### src/rtl/regfile_wb_arbiter.sv
// Round-robin arbiter sharing the regfile write port between ALU and load writeback,
// with a single registered write stage and combinational forwarding to both read ports.
module regfile_wb_arbiter #(
  parameter int N  = 64,
  parameter int AW = 5
) (
  input  logic          clk,
  input  logic          reset,
  input  logic          alu_valid,
  output logic          alu_ready,
  input  logic [AW-1:0] alu_wa,
  input  logic [N-1:0]  alu_wd,
  input  logic          mem_valid,
  output logic          mem_ready,
  input  logic [AW-1:0] mem_wa,
  input  logic [N-1:0]  mem_wd,
  output logic          we3,
  output logic [AW-1:0] wa3,
  output logic [N-1:0]  wd3,
  input  logic [AW-1:0] ra1,
  input  logic [AW-1:0] ra2,
  output logic          fwd1_hit,
  output logic [N-1:0]  fwd1_data,
  output logic          fwd2_hit,
  output logic [N-1:0]  fwd2_data
);

  localparam logic [AW-1:0] XZR = '1;

  typedef enum logic {PRI_ALU = 1'b0, PRI_MEM = 1'b1} pri_e;

  pri_e          state_q, state_d;
  logic          we3_q, we3_d;
  logic [AW-1:0] wa3_q, wa3_d;
  logic [N-1:0]  wd3_q, wd3_d;
  logic          grant_alu, grant_mem;
  logic [AW-1:0] sel_wa;
  logic [N-1:0]  sel_wd;

  // A lone requester always wins; the state only breaks ties.
  assign grant_alu = alu_valid & (~mem_valid | (state_q == PRI_ALU));
  assign grant_mem = mem_valid & (~alu_valid | (state_q == PRI_MEM));
  assign alu_ready = grant_alu & ~reset;
  assign mem_ready = grant_mem & ~reset;

  assign sel_wa = alu_ready ? alu_wa : mem_wa;
  assign sel_wd = alu_ready ? alu_wd : mem_wd;

  always_comb begin
    state_d = state_q;
    we3_d   = 1'b0;
    wa3_d   = wa3_q;
    wd3_d   = wd3_q;
    if (alu_ready) begin
      state_d = PRI_MEM;
    end else if (mem_ready) begin
      state_d = PRI_ALU;
    end
    // A write to XZR is accepted and consumes its turn, but never enables the regfile.
    if (alu_ready | mem_ready) begin
      we3_d = (sel_wa != XZR);
      wa3_d = sel_wa;
      wd3_d = sel_wd;
    end
  end

  always_ff @(posedge clk) begin
    if (reset) begin
      state_q <= PRI_ALU;
      we3_q   <= 1'b0;
      wa3_q   <= '0;
      wd3_q   <= '0;
    end else begin
      state_q <= state_d;
      we3_q   <= we3_d;
      wa3_q   <= wa3_d;
      wd3_q   <= wd3_d;
    end
  end

  assign we3 = we3_q;
  assign wa3 = wa3_q;
  assign wd3 = wd3_q;

  assign fwd1_hit  = we3_q & (ra1 == wa3_q) & (ra1 != XZR);
  assign fwd2_hit  = we3_q & (ra2 == wa3_q) & (ra2 != XZR);
  assign fwd1_data = fwd1_hit ? wd3_q : '0;
  assign fwd2_data = fwd2_hit ? wd3_q : '0;

endmodule

### config.mk
export PLATFORM = sky130hd
export DESIGN_NAME = regfile_wb_arbiter
export DESIGN_NICKNAME = d
export VERILOG_FILES = /design/src/rtl/regfile_wb_arbiter.sv
export SDC_FILE = /design/constraint.sdc
export NUM_CORES = 1
export LEC_CHECK = 0
export ABC_AREA = 1
export BUFFER_PORTS_ARGS = -buffer_cell sky130_fd_sc_hd__buf_4
export CAP_MARGIN = 20
export CELL_PAD_IN_SITES_DETAIL_PLACEMENT = 1
export CELL_PAD_IN_SITES_GLOBAL_PLACEMENT = 1
export CORE_AREA = 2 2 136 138
export CTS_BUF_LIST = sky130_fd_sc_hd__clkbuf_8
export DETAILED_ROUTE_END_ITERATION = 10
export DIE_AREA = 0 0 138 140
export PLACE_DENSITY_LB_ADDON = 0.1
export SLEW_MARGIN = 30
export SYNTH_ARGS = -nofsm -noshare
export SYNTH_HDL_FRONTEND = slang
export SYNTH_SLANG_ARGS = --single-unit
### constraint.sdc
create_clock -name clk -period 1.9 [get_ports clk]
set_clock_uncertainty 0.15 [all_clocks]
set_input_delay 0.095 -clock clk [delete_from_list [all_inputs] [get_ports clk]]
set_output_delay 0.095 -clock clk [all_outputs]
set_load 0.03 [all_outputs]
==> run_results.csv <==
group,metric,value,unit
outcome,outcome,"complete, but fails checks",
outcome,violations_in_the_final_reports,"negative setup slack",
die,die_x,138,microns
synth,synth_fa_ha_area_share,0,%
synth,netlist.area_leader.share,31.01,%
global_routing,grt_usage,30.70,%
clocking,cts-htree-levels,3,
synth,synth_seq_cells,71,
power,cellLeakagePower,5.142,nW
cells_and_area,design_area,11050,sq um
drt,initialDrtViolationCount,297,
setup_path,r2r-end,"wd3[41]$_SDFFE_PP0P_",
place,gp_congestion,0.8400,
power,total_power,5.468,mW
clocking,clock_latency,0.36,ns
synth,synth-async-reset-ratio,0,%
cells_and_area,final_layout_size_suffix_gt1_share,49.23,%
flow_run,max_cap_violations,0,
drt,drcViolationCount,0,
die,die_height,140,microns
synth,synth.net_count,819,
synth,main_combinational_cell_family_by_area_after_synthesis,"simple AND/OR/NAND/NOR gates",
global_routing,grt_max_degree,67,
drt,count_of_antenna_violating_nets_left_after_detailed_routing,0,
sta,fin_crit,2.148,ns
die,ioPinCount,354,
die,fp-row-count,49,
power,pwr_density_cell,495.1,nW/um^2
sta,final_min_period_over_clock_period,113.1,%
clocking,clock_tree.buffer_depth,2,
cells_and_area,final-instance-count-excl-fill,1406,
worst_hold_path,min_path_type,"in -> reg",
setup_path,worstSetupStartpointType,"flop",
clocking,cts_sinks,71,
cells_and_area,finalNetCount,1321,
place,buffer_ports.inserted,353,
setup_path,cp.arrival,1.90,ns
drt,dr.pass1.iters,4,
die,initial_utilization,25.78,%
setup_path,classification_of_the_worst_setup_path,"reg -> out",
synth,synthXorXnorAreaFrac,0.3822,%
synth,synth-simple-area-share,44.55,%
synth,syn_avg_cell_area,6.871,sq um
cells_and_area,synthToLayoutAreaGrowth,141.0,%
setup_path,critPathCapture,"fwd2_data[46]",
setup_path,regToRegSetupSlack,0.17,ns
synth,synth_warnings,0,
synth,synth_enable_flop_cells,0,
sta,setup_viol,130,
global_routing,grt_pass1_wl,46510,microns
place,post_dp_cell_area,8581,sq um
clocking,tritoncts,"done",
setup_path,worst_ep_required_time,1.65,ns
sta,tightestPinTransition,0.4724,ns
synth,ys_seq_area_share,31.01,%
drt,wl_per_cell,21.99,microns
drt,dr_total_vias,7006,
synth,syn_area,4583,sq um
synth,synth_cell_types,23,
sta,max_slew_vio_count,0,
setup_path,nature_of_the_critical_path_endpoint,"output pin",
synth,synth_compound_area_share,8.954,%
synth,synthCells,667,
cells_and_area,layout.filler_cells,2025,
place,dpl.cell_count,1224,
clocking,ctsRootBufferMaster,"clkbuf_8",
sta,post-route-worst-setup-slack,-0.2481,ns
sta,worst_slew_margin_rel,68.51,%
power,power.ir.vdd_worst,399.1,uV
global_routing,total_gr_overflow,0,
setup_path,worst-path-max-fanout,20,
synth,synth_top_cell_by_area,"dfxtp_1",
sta,worst_hold_slack,0.1220,ns
die,core_region_area,17780,sq um
synth,yosys-mux-area-fraction,0,%
setup_path,r2r.worst_path.cells,6,
setup_path,crit_path_from,"wa3[1]$_SDFFE_PP0P_",
sta,grt_setup_unrepaired,"yes",
setup_path,rr_startpoint,"state_q$_SDFFE_PP0P_",
clocking,cts_buffers,9,
sta,finalSetupTns,-21.05,ns
synth,ys_dominant_reg_cell,"dfxtp_1",
clocking,path_clk_slew,0.08,ns
global_routing,grt_pass1_vias,7767,
place,detailed_place_hpwl,17560,microns
die,die-area,19320,sq um
synth,synth.top_cells.by_area,"dfxtp_1 31%, nor3_1 21%, nor3_2 13%",
drt,wl,30910,microns
place,placement.setup.worst_slack,0.05751,ns
sta,hold_viol_final,0,
cells_and_area,layout.core_utilization,62.13,%
drt,vias_per_cell,4.983,
global_routing,antenna_found_initial,3,
sta,achievable-frequency,0.4655,GHz
## area by class of cell
cell class	count	area, sq um	share of cell area, %
antenna	3	7.507	0.06797
inverter	80	302.8	2.741
sequential	71	1433	12.97
timing repair buffer	553	5320	48.16
tap	229	286.5	2.594
clock buffer	11	151.4	1.371
clock inverter	5	25.02	0.2266
multi-input combinational	454	3520	31.86
## Yosys cell counts, types with 2 or more instances
| library cell | instances |
|---|---|
| xor2_1 | 2 |
| a21oi_1 | 5 |
| buf_4 | 3 |
| buf_2 | 22 |
| buf_1 | 2 |
| inv_1 | 76 |
| clkbuf_1 | 19 |
| nand3_1 | 7 |
| or2_0 | 2 |
| buf_6 | 16 |
| dfxtp_1 | 71 |
| nand2_1 | 29 |
| inv_2 | 4 |
| o21ai_0 | 72 |
| nor3_2 | 60 |
| nor2_1 | 75 |
| nor3_1 | 196 |
## state kept, by name (all words and copies together) (netlist names)
name / cells
state_q: 1
wa3: 5
wd3: 64
we3: 1
## where the power goes
group | switching (mW) | total [mW] | internal [mW]
combinational | 1.47 | 2.54 | 1.07
clock | 0.640 | 1.17 | 0.533
sequential | 0.130 | 1.76 | 1.63
## layer usage
layer | up-vias | part of all wire, % | track usage, % | routed length, microns
met5 | - | 0 | 0 | 0
met4 | 0 | 3.6 | 11.28 | 1111
li1 | 3245 | - | - | -
met1 | 3390 | 38 | 34.52 | 11680
met2 | 301 | 53 | 56.96 | 16300
met3 | 70 | 5.9 | 6.632 | 1826
## worst min path at each step
stage               slack [ns]       start                    to  depth (start not counted)
finish                    0.12   mem_valid        we3$_SDFF_PP0_                          5
global route              0.16   mem_valid   wa3[1]$_SDFFE_PP0P_                          6
detailed placement        0.22  mem_wd[62]  wd3[62]$_SDFFE_PP0P_                          3
global placement          0.21   mem_wd[8]   wd3[8]$_SDFFE_PP0P_                          3
floorplan                  0.1   alu_valid  state_q$_SDFFE_PP0P_                          2
CTS                       0.08   mem_valid   wa3[1]$_SDFFE_PP0P_                          6
## layout by cell type (no fill, tap or decap), types with 3 or more instances in the layout
cell	count
clkbuf_8	11
buf_12	22
diode_2	3
dlygate4sd3_1	141
inv_1	77
nor3_2	25
inv_2	4
nor3_4	103
buf_16	6
nand3_1	5
a21oi_2	3
buf_4	286
buf_6	94
nand2_2	3
nor2_1	73
a21oi_1	3
nor3_1	128
nand2_1	25
dfxtp_1	66
o21ai_0	71
dfxtp_2	3
## worst max-delay path, stage by stage, from the launching register on
cell and delay, ns:
dfxtp_4 0.36, or2_1 0.25, a21oi_2 0.19, nand2_4 0.12
buf_12 0.20, nor3_4 0.20, buf_4 0.19
## kinds of logic (layout without fill, tap and decap cells)
kind of cell,count (synthesis),in the layout
DFF,71,71
and+or+nand+nor,372,372
xor gates and xnor gates,2,2
other,0,3
buffers and inverters,142,649
AOI/OAI and AO/OA,80,80
## repair_timing
item / in CTS / in global routing
cloned: 7 / 2
setup buffers: 14 / 2
endpoints found under the setup margin: 130 / 132
pin swaps: 22 / 30
resized for setup: 127 / 23
hold buffers: 141 / 0
hold endpoints to repair: 71 / 0
Note: power is estimated with default switching activity, not from simulation.
